File: src/rtl/right_shift_seq.sv
// Sequential 8-bit right shifter/rotator with a start/done handshake.
// Define RIGHT_SHIFT_MULTISTEP_EN to shift up to three positions per SHIFT cycle.
module right_shift_seq (
  input  logic       clk,
  input  logic       rst,
  input  logic       start,
  input  logic [1:0] mode,
  input  logic [2:0] amount,
  input  logic [7:0] I,
  output logic [7:0] out,
  output logic       busy,
  output logic       done,
  output logic [1:0] o_dbg_state
);

  // Handshake: start is sampled on a rising edge only in IDLE or DONE; done is a
  // one-cycle pulse during which out is valid; start seen during SHIFT is dropped.
  typedef enum logic [1:0] {
    ST_IDLE  = 2'd0,
    ST_SHIFT = 2'd1,
    ST_DONE  = 2'd2
  } state_t;

  state_t      r_state;
  logic [7:0]  r_work;
  logic [2:0]  r_cnt;
  logic [1:0]  r_mode;
  logic        r_sign;
  logic [7:0]  r_out;
  logic        r_busy;
  logic        r_done;

  logic [2:0]  w_step;
  logic [7:0]  w_fill;
  logic [15:0] w_cat;
  logic [15:0] w_sh;
  logic [7:0]  w_next;
  logic [2:0]  w_cnt_next;

`ifdef RIGHT_SHIFT_MULTISTEP_EN
  assign w_step = (r_cnt > 3'd3) ? 3'd3 : r_cnt;
`else
  assign w_step = 3'd1;
`endif

  // The upper byte supplies the bits that enter from the left; for rotate it is
  // the word itself, so a plain right shift of the pair yields the rotation.
  always_comb begin
    w_fill = 8'h00;
    case (r_mode)
      2'b00:   w_fill = r_work;
      2'b10:   w_fill = {8{r_sign}};
      default: w_fill = 8'h00;
    endcase
    w_cat      = {w_fill, r_work};
    w_sh       = w_cat >> w_step;
    w_next     = w_sh[7:0];
    w_cnt_next = r_cnt - w_step;
  end

  always_ff @(posedge clk or posedge rst) begin
    if (rst) begin
      r_state <= ST_IDLE;
      r_work  <= 8'h00;
      r_cnt   <= 3'd0;
      r_mode  <= 2'b00;
      r_sign  <= 1'b0;
      r_out   <= 8'h00;
      r_busy  <= 1'b0;
      r_done  <= 1'b0;
    end else begin
      r_done <= 1'b0;
      case (r_state)
        ST_IDLE, ST_DONE: begin
          if (start) begin
            r_work <= I;
            r_cnt  <= amount;
            r_mode <= mode;
            r_sign <= I[7];
            if (amount != 3'd0) begin
              r_state <= ST_SHIFT;
              r_busy  <= 1'b1;
            end else begin
              r_state <= ST_DONE;
              r_out   <= I;
              r_done  <= 1'b1;
            end
          end else begin
            r_state <= ST_IDLE;
          end
        end
        ST_SHIFT: begin
          r_work <= w_next;
          r_cnt  <= w_cnt_next;
          if (w_cnt_next == 3'd0) begin
            r_state <= ST_DONE;
            r_out   <= w_next;
            r_busy  <= 1'b0;
            r_done  <= 1'b1;
          end
        end
        default: begin
          r_state <= ST_IDLE;
          r_busy  <= 1'b0;
        end
      endcase
    end
  end

  assign out         = r_out;
  assign busy        = r_busy;
  assign done        = r_done;
  assign o_dbg_state = r_state;

endmodule

File: config.mk
export PLATFORM = sky130hd
export DESIGN_NAME = right_shift_seq
export DESIGN_NICKNAME = d
export VERILOG_FILES = /design/src/rtl/right_shift_seq.sv
export SDC_FILE = /design/constraint.sdc
export NUM_CORES = 1
export LEC_CHECK = 0
export ABC_AREA = 0
export CORE_ASPECT_RATIO = 1.25
export CORE_MARGIN = 2
export CORE_UTILIZATION = 50
export DETAILED_ROUTE_END_ITERATION = 10
export GPL_TIMING_DRIVEN = 1
export PLACE_DENSITY = 0.85
export RECOVER_POWER = 50
export SYNTH_ARGS = -nofsm -noshare
export SYNTH_HDL_FRONTEND = slang
export SYNTH_SLANG_ARGS = --single-unit
File: constraint.sdc
create_clock -name clk -period 1.7 [get_ports clk]
set_input_delay 0.34 -clock clk [delete_from_list [all_inputs] [get_ports clk]]
set_output_delay 0.34 -clock clk [all_outputs]
set_load 0.02 [all_outputs]
==> flow_summary.ini <==
[run_status]
status = finished clean

[worst_setup_path]
endpoint_kind = output port
arrival_ns = 1.33
critPathRequiredTime_ns = 1.36
critPathTopFamily = buffers and inverters
r2r_cells = 7
start_kind = flop
crit_chain = clkdlybuf4s50_1
max_stage_delay_ns = 0.61
critPathBufInv = 1
path_class = flop to output port
crit_cells = 1
crit_fanout = 2
crit_slowest_cell = clkdlybuf4s50_1

[synthesis]
ys_types = 29
synthFlopType = dfrtp_1
netlist_area_sq_um = 1331
yosys_warnings = 0
syn_inst = 126
ys_seq_elements = 26
synth.net_count = 144
ys_seq_area_share_pct = 48.87
async_flop_share_pct = 100.0
avgSynthCellArea_sq_um = 10.57
synth-edff-count = 0

[flow_run]
drv_cap = 0

[floorplanning]
die_h_um = 61.69
io_pins = 28
die_area_sq_um = 3094
rows = 20
start_util_pct = 53.74
core_area_sq_um = 2477
die_w_um = 50.15

[detailed_routing]
ant_nets = 0
routedWlPerCell_um = 15.87
vias_per_cell = 5.686
drt_pre_antenna_iters = 4
vias = 1103
wl_um = 3079
drc = 0
dr.first_iter.drc_count = 32

[final_layout]
antenna_cells = 0
layout.nets = 180
final_util_pct = 69.90
regArea_sq_um = 650.6
multiInputGateArea_sq_um = 596.8
layout-drive-gt1-share_pct = 19.88
nFillCells = 173
area_delta_synth_final_pct = 30.08

[global_routing]
grt_pass1_wl_um = 4954
grt_antenna_before_repair = 0
grt_max_degree = 27
busiest_layer = met2
overflow = 0
met3_usage_pct = 2.871
first_global_vias = 1117
gr-usage-all-layers_pct = 21.59
gr-usage-met2_pct = 39.47
grt.met1_usage_pct = 24.05

[sta]
tightestPinTransition_ns = 0.6172
drv_slew = 0
max_freq_mhz = 599.2
fin_setup_tns_ns = 0
setup_slack_ns = 0.03101
hold_viol = 0
finalCriticalPeriod_ns = 1.669
clock-skew-final_ns = 0.007794
relSlewSlack_pct = 58.85
setup_viol = 0
fin_crit_sh_pct = 98.18

[cts]
cts_root_buf = clkbuf_4
cts.sinks = 26
clk_path_buf_depth = 2
htreeDepth = 1
cts_made_buffers = 3
cts_hold_buf = 0
insertion_delay_ns = 0.33
cts_tree = done
path_clk_slew_ns = 0.15

[pwr]
power_mw = 3.149
ir_drop_uv = 1102
leakage_nw = 0.7860
pwr_density_cell_nw_per_um2 = 1818

[place]
gp_congestion = 0.8211
dp_slack_ns = -0.01717
dp.final_hpwl_um = 2169
port_buffers = 27

[worst_hold_path]
hold_depth = 1
min_path_type = flop to flop
==> cell families after synthesis <==
kind of cell / synth area share [%]
AO/OA/AOI/OAI: 19.08
XOR/XNOR: 0.6580
adder cells (fa/ha/maj): 1.879
buffers and inverters: 7.424
flip-flops: 48.87
multiplexers: 7.801
AND/OR/NAND/NOR: 14.29
==> through the flow <==
step | area [sq um] | cells | hold WS (ns)
after global routing | 1732 | 194 | 0.5468
after global placement | 1642 | 186 | 0.4841
after floorplan | 1331 | 126 | 0.3800
after detailed placement | 1642 | 186 | 0.4987
final | 1732 | 194 | 0.5199
after CTS | 1690 | 190 | 0.3566
==> cell usage in the layout, fill, tap and decap left out, drive strengths merged <==
master,synthesis,routed
ha,2,2
inv,12,12
nand3,1,2
nor2,11,11
a31oi,1,1
dlygate4sd3,0,1
clkbuf,2,5
buf,5,8
dlymetal6s2s,0,4
clkdlybuf4s50,0,19
mux2i,7,7
or2,1,1
and2,2,2
xnor2,1,1
o21ai,2,2
dfrtp,26,26
a211oi,8,8
nor3,1,1
dlygate4sd2,0,3
mux2,3,3
nor2b,7,7
nand2b,4,4
bufinv,0,1
a21oi,16,16
or3,1,1
nand2,2,2
o2bb2ai,1,1
o22ai,10,10
==> synthesized netlist by cell type (2+ instances only) <==
cell | count | area (sq um)
dfrtp_1 | 26 | 650.6
inv_1 | 12 | 45.04
nor2_1 | 11 | 41.29
o22ai_1 | 10 | 62.56
a21oi_1 | 9 | 45.04
a211oi_1 | 8 | 60.06
a21oi_2 | 7 | 61.31
mux2i_1 | 7 | 70.07
nor2b_1 | 6 | 37.54
buf_6 | 3 | 33.78
mux2_2 | 3 | 33.78
nand2b_4 | 3 | 41.29
clkbuf_1 | 2 | 7.510
ha_1 | 2 | 25.02
nand2_1 | 2 | 7.510
o21ai_0 | 2 | 10.01
==> registers in the layout, summed over array words and instances, names as in the netlist <==
signal	cells
out	8
r_work	8
r_cnt	3
o_dbg_state	2
r_mode	2
busy	1
done	1
r_sign	1
==> final timing paths <==
kind	startpoint	to	slack, ns
max	out[2]	out[2]	0.03
min in group asynchronous	rst	r_sign	0.58
min reg2reg	busy	busy	0.52
max in group asynchronous	rst	r_work[4]	0.71
min	busy	busy	0.52
max reg2reg	r_cnt[0]	out[4]	0.04
==> timing repair <==
| item | CTS | global route |
|---|---|---|
| resized for setup | 3 | 6 |
| gates cloned | 0 | 1 |
| setup buffers | 0 | 3 |
| endpoints found under the setup margin | 3 | 12 |
| pin swaps | 0 | 2 |
| hold endpoints to repair | 0 | 0 |
==> report_power, final <==
part           internal (mW)  switching, mW
Clock                  0.239          0.195
Sequential             0.923          0.252
Combinational          0.752          0.789
==> layer usage <==
layer | vias up | wire (um)
met5 | - | 0
met4 | 0 | 96
met3 | 10 | 151
met2 | 46 | 1572
met1 | 539 | 1259
li1 | 508 | -
==> area by class of cell <==
class / count / area share, %
repair buffers: 37 / 19.94
well taps: 33 / 2.384
clock inverters: 1 / 1.734
inverters: 12 / 2.601
clock buffers: 3 / 1.301
multi-input cells: 82 / 34.47
flip-flops and latches: 26 / 37.57
Power figures use the tool's default switching activity.
==> edit (same settings) <==
Register the output `out` once more, cleared by the reset; this adds one clock of latency there. The other outputs are not delayed to match. Comments in the files are not updated.
--- a/src/rtl/right_shift_seq.sv
+++ b/src/rtl/right_shift_seq.sv
@@ -107,7 +107,13 @@
     end
   end
 
-  assign out         = r_out;
+  always_ff @(posedge clk or posedge rst) begin
+    if (rst) begin
+      out <= '0;
+    end else begin
+      out <= r_out;
+    end
+  end
   assign busy        = r_busy;
   assign done        = r_done;
   assign o_dbg_state = r_state;
Check against the original RTL: not equivalent (Yosys sat finds a counterexample within 4 cycles, from zero or initial values and one cycle with rst high).
==> edit against the unedited design <==
Sequential cell count rose by 8; core utilization fell by 1.4 points; power rose by 13%; combinational power barely moved; clock power rose by 35%; final area rose by 6.1%; setup slack improved by 0.057 ns; routed wire length fell by 0.71%; critical path type is now input port to flip-flop; via count fell by 0.54%; cell count rose by 4.1%; synthesized area rose by 5.3%; largest power group unchanged.
==> edit: results (changes against the unedited design) <==
* Status: completed
* Layout cells sized above 1 at 11.90% (-8.0 points)
* Sw frac at 36.94% (-2.3 points)
* Sequential share of the synthesized area at 60.71% (+12 points)
* Comb_multi_in at 85 (+3.7%)
* Data buffer area share at 19.07% (-0.87 points)
* Antenna violations before repair at 0 (unchanged)
* Mapped Cells at 128 (+1.6%)
* Largest net degree at the start of global routing at 35 (+30%)
* Synth area leaders: dfrtp_1 (61%), nand2_1 (6.7%), o22a_1 (4.4%)
* Fill cells at 209 (+21%)
* Share of power burned in registers at 40.5% (+3.2 points)
* Cell Count Post-Placement at 194 (+4.3%)
* Via density at 5.431 (-4.5%)
* Clock group at 0.000585 W (+35%)
* First-pass GRT wire length at 5237 um (+5.7%)
* Clk_skew at 0.006488 ns (-0.001305 ns)
* Pre-CTS WS at -0.2684 ns (-0.2512 ns)
* Storage cell area at 850.8 um^2 (+31%)
* Crit-path max FO at 10 (+8)
* Peak supply drop at 1.186 mV (+7.7%)
* Vias in the first global route at 1142 (+2.2%)
* Synth cell types at 31 (+6.9%)
* Root Buffer: clkbuf_4
* First-pass DRT Iterations at 5 (+1)
* Synthesized flop and latch total at 34 (+31%)
* Non-clock buffers at 38 (+2.7%)
* CP top delay family: simple AND/OR/NAND/NOR gates
* Layout area overhead at 31.07%
* Multi-input gate area at 506.7 um^2 (-15%)
* Routed len/inst at 15.13 um (-4.6%)
* Clkbuf count at 7 (+4)
* Leakage at 0.8112 nW (+3.2%)
* Post-DP HPWL at 2032 um (-6.3%)
* Global Route Usage Sum at 22.21% (+0.62 points)
* Area post-placement at 0.001764 mm^2 (+7.5%)
* Invs w/o clock at 3 (-9)
* Slew headroom at 46.29% (-13 points)
* Total Routed Length at 3057 um (-0.71%)
* Multi-input gate share of total cell area at 27.59% (-6.9 points)
* H-tree levels at 2 (+1)
* Clk tree area frac at 4.087% (+1.1 points)
* Clock buffer count from CTS at 5 (+2)
* Synth top cells by count: dfrtp_1 (34), nand2_1 (25), nor2_1 (11)
* Gpl congestion at 0.8218 (about the same)
* Crit path largest cell delay at 0.42 ns (-0.19 ns)
* Register clock-pin slew on the reported worst setup and hold paths at 0.10 ns (-0.05 ns)
[edit: cell types whose count changed after synthesis, moves of 8 or more]
| cell | unedited run | this run |
|---|---|---|
| dfrtp_1 | 26 | 34 |
| a211oi_1 | 8 | 0 |
| o22ai_1 | 10 | 0 |
| nand2_1 | 2 | 25 |
| inv_1 | 12 | 3 |
[edit: routing by layer]
layer / track usage, % / part of all wire, % / routed length [um] / up-vias
met5: 0 / 0 / 0 / -
met4: 9.868 / 3.6 / 111 / 0
met3: 5.687 / 5.4 / 164 / 12
met2: 37.82 / 52 / 1598 / 41
met1: 25.93 / 39 / 1183 / 524
li1: - / - / - / 520
[edit: logic make-up after synthesis]
| family | Yosys count | synth area share (%) |
|---|---|---|
| muxes | 1 | 0.7143 |
| adders and majority gates | 2 | 1.785 |
| buffers and inverters | 9 | 3.125 |
| DFF | 34 | 60.71 |
| and+or+nand+nor | 50 | 16.61 |
| AOI/OAI and AO/OA | 32 | 17.05 |
[edit: worst paths after layout]
kind / startpoint / to / slack [ns] / depth (start not counted)
worst max-delay path: amount[1] / r_out[5]$_DFFE_PP0P_ / 0.09 / 6
worst min register to register: r_out[6]$_DFFE_PP0P_ / out[6]$_DFF_PP0_ / 0.39 / 0
worst max register to register: r_cnt[0]$_DFFE_PP0P_ / r_out[0]$_DFFE_PP0P_ / 0.12 / 7
worst min-delay path: r_out[6]$_DFFE_PP0P_ / out[6]$_DFF_PP0_ / 0.39 / 0
max in group asynchronous: rst / r_work[2]$_DFFE_PP0P_ / 0.53 / 3
min in group asynchronous: rst / r_mode[0]$_DFFE_PP0P_ / 0.66 / 3
[edit: timing repair]
item                                    in CTS  in global routing
gates resized for setup                      2                  1
endpoints found under the hold margin        0                  0
setup buffers                                0                  0
hold buffers                                 0                  0
endpoints found under the setup margin       2                  1
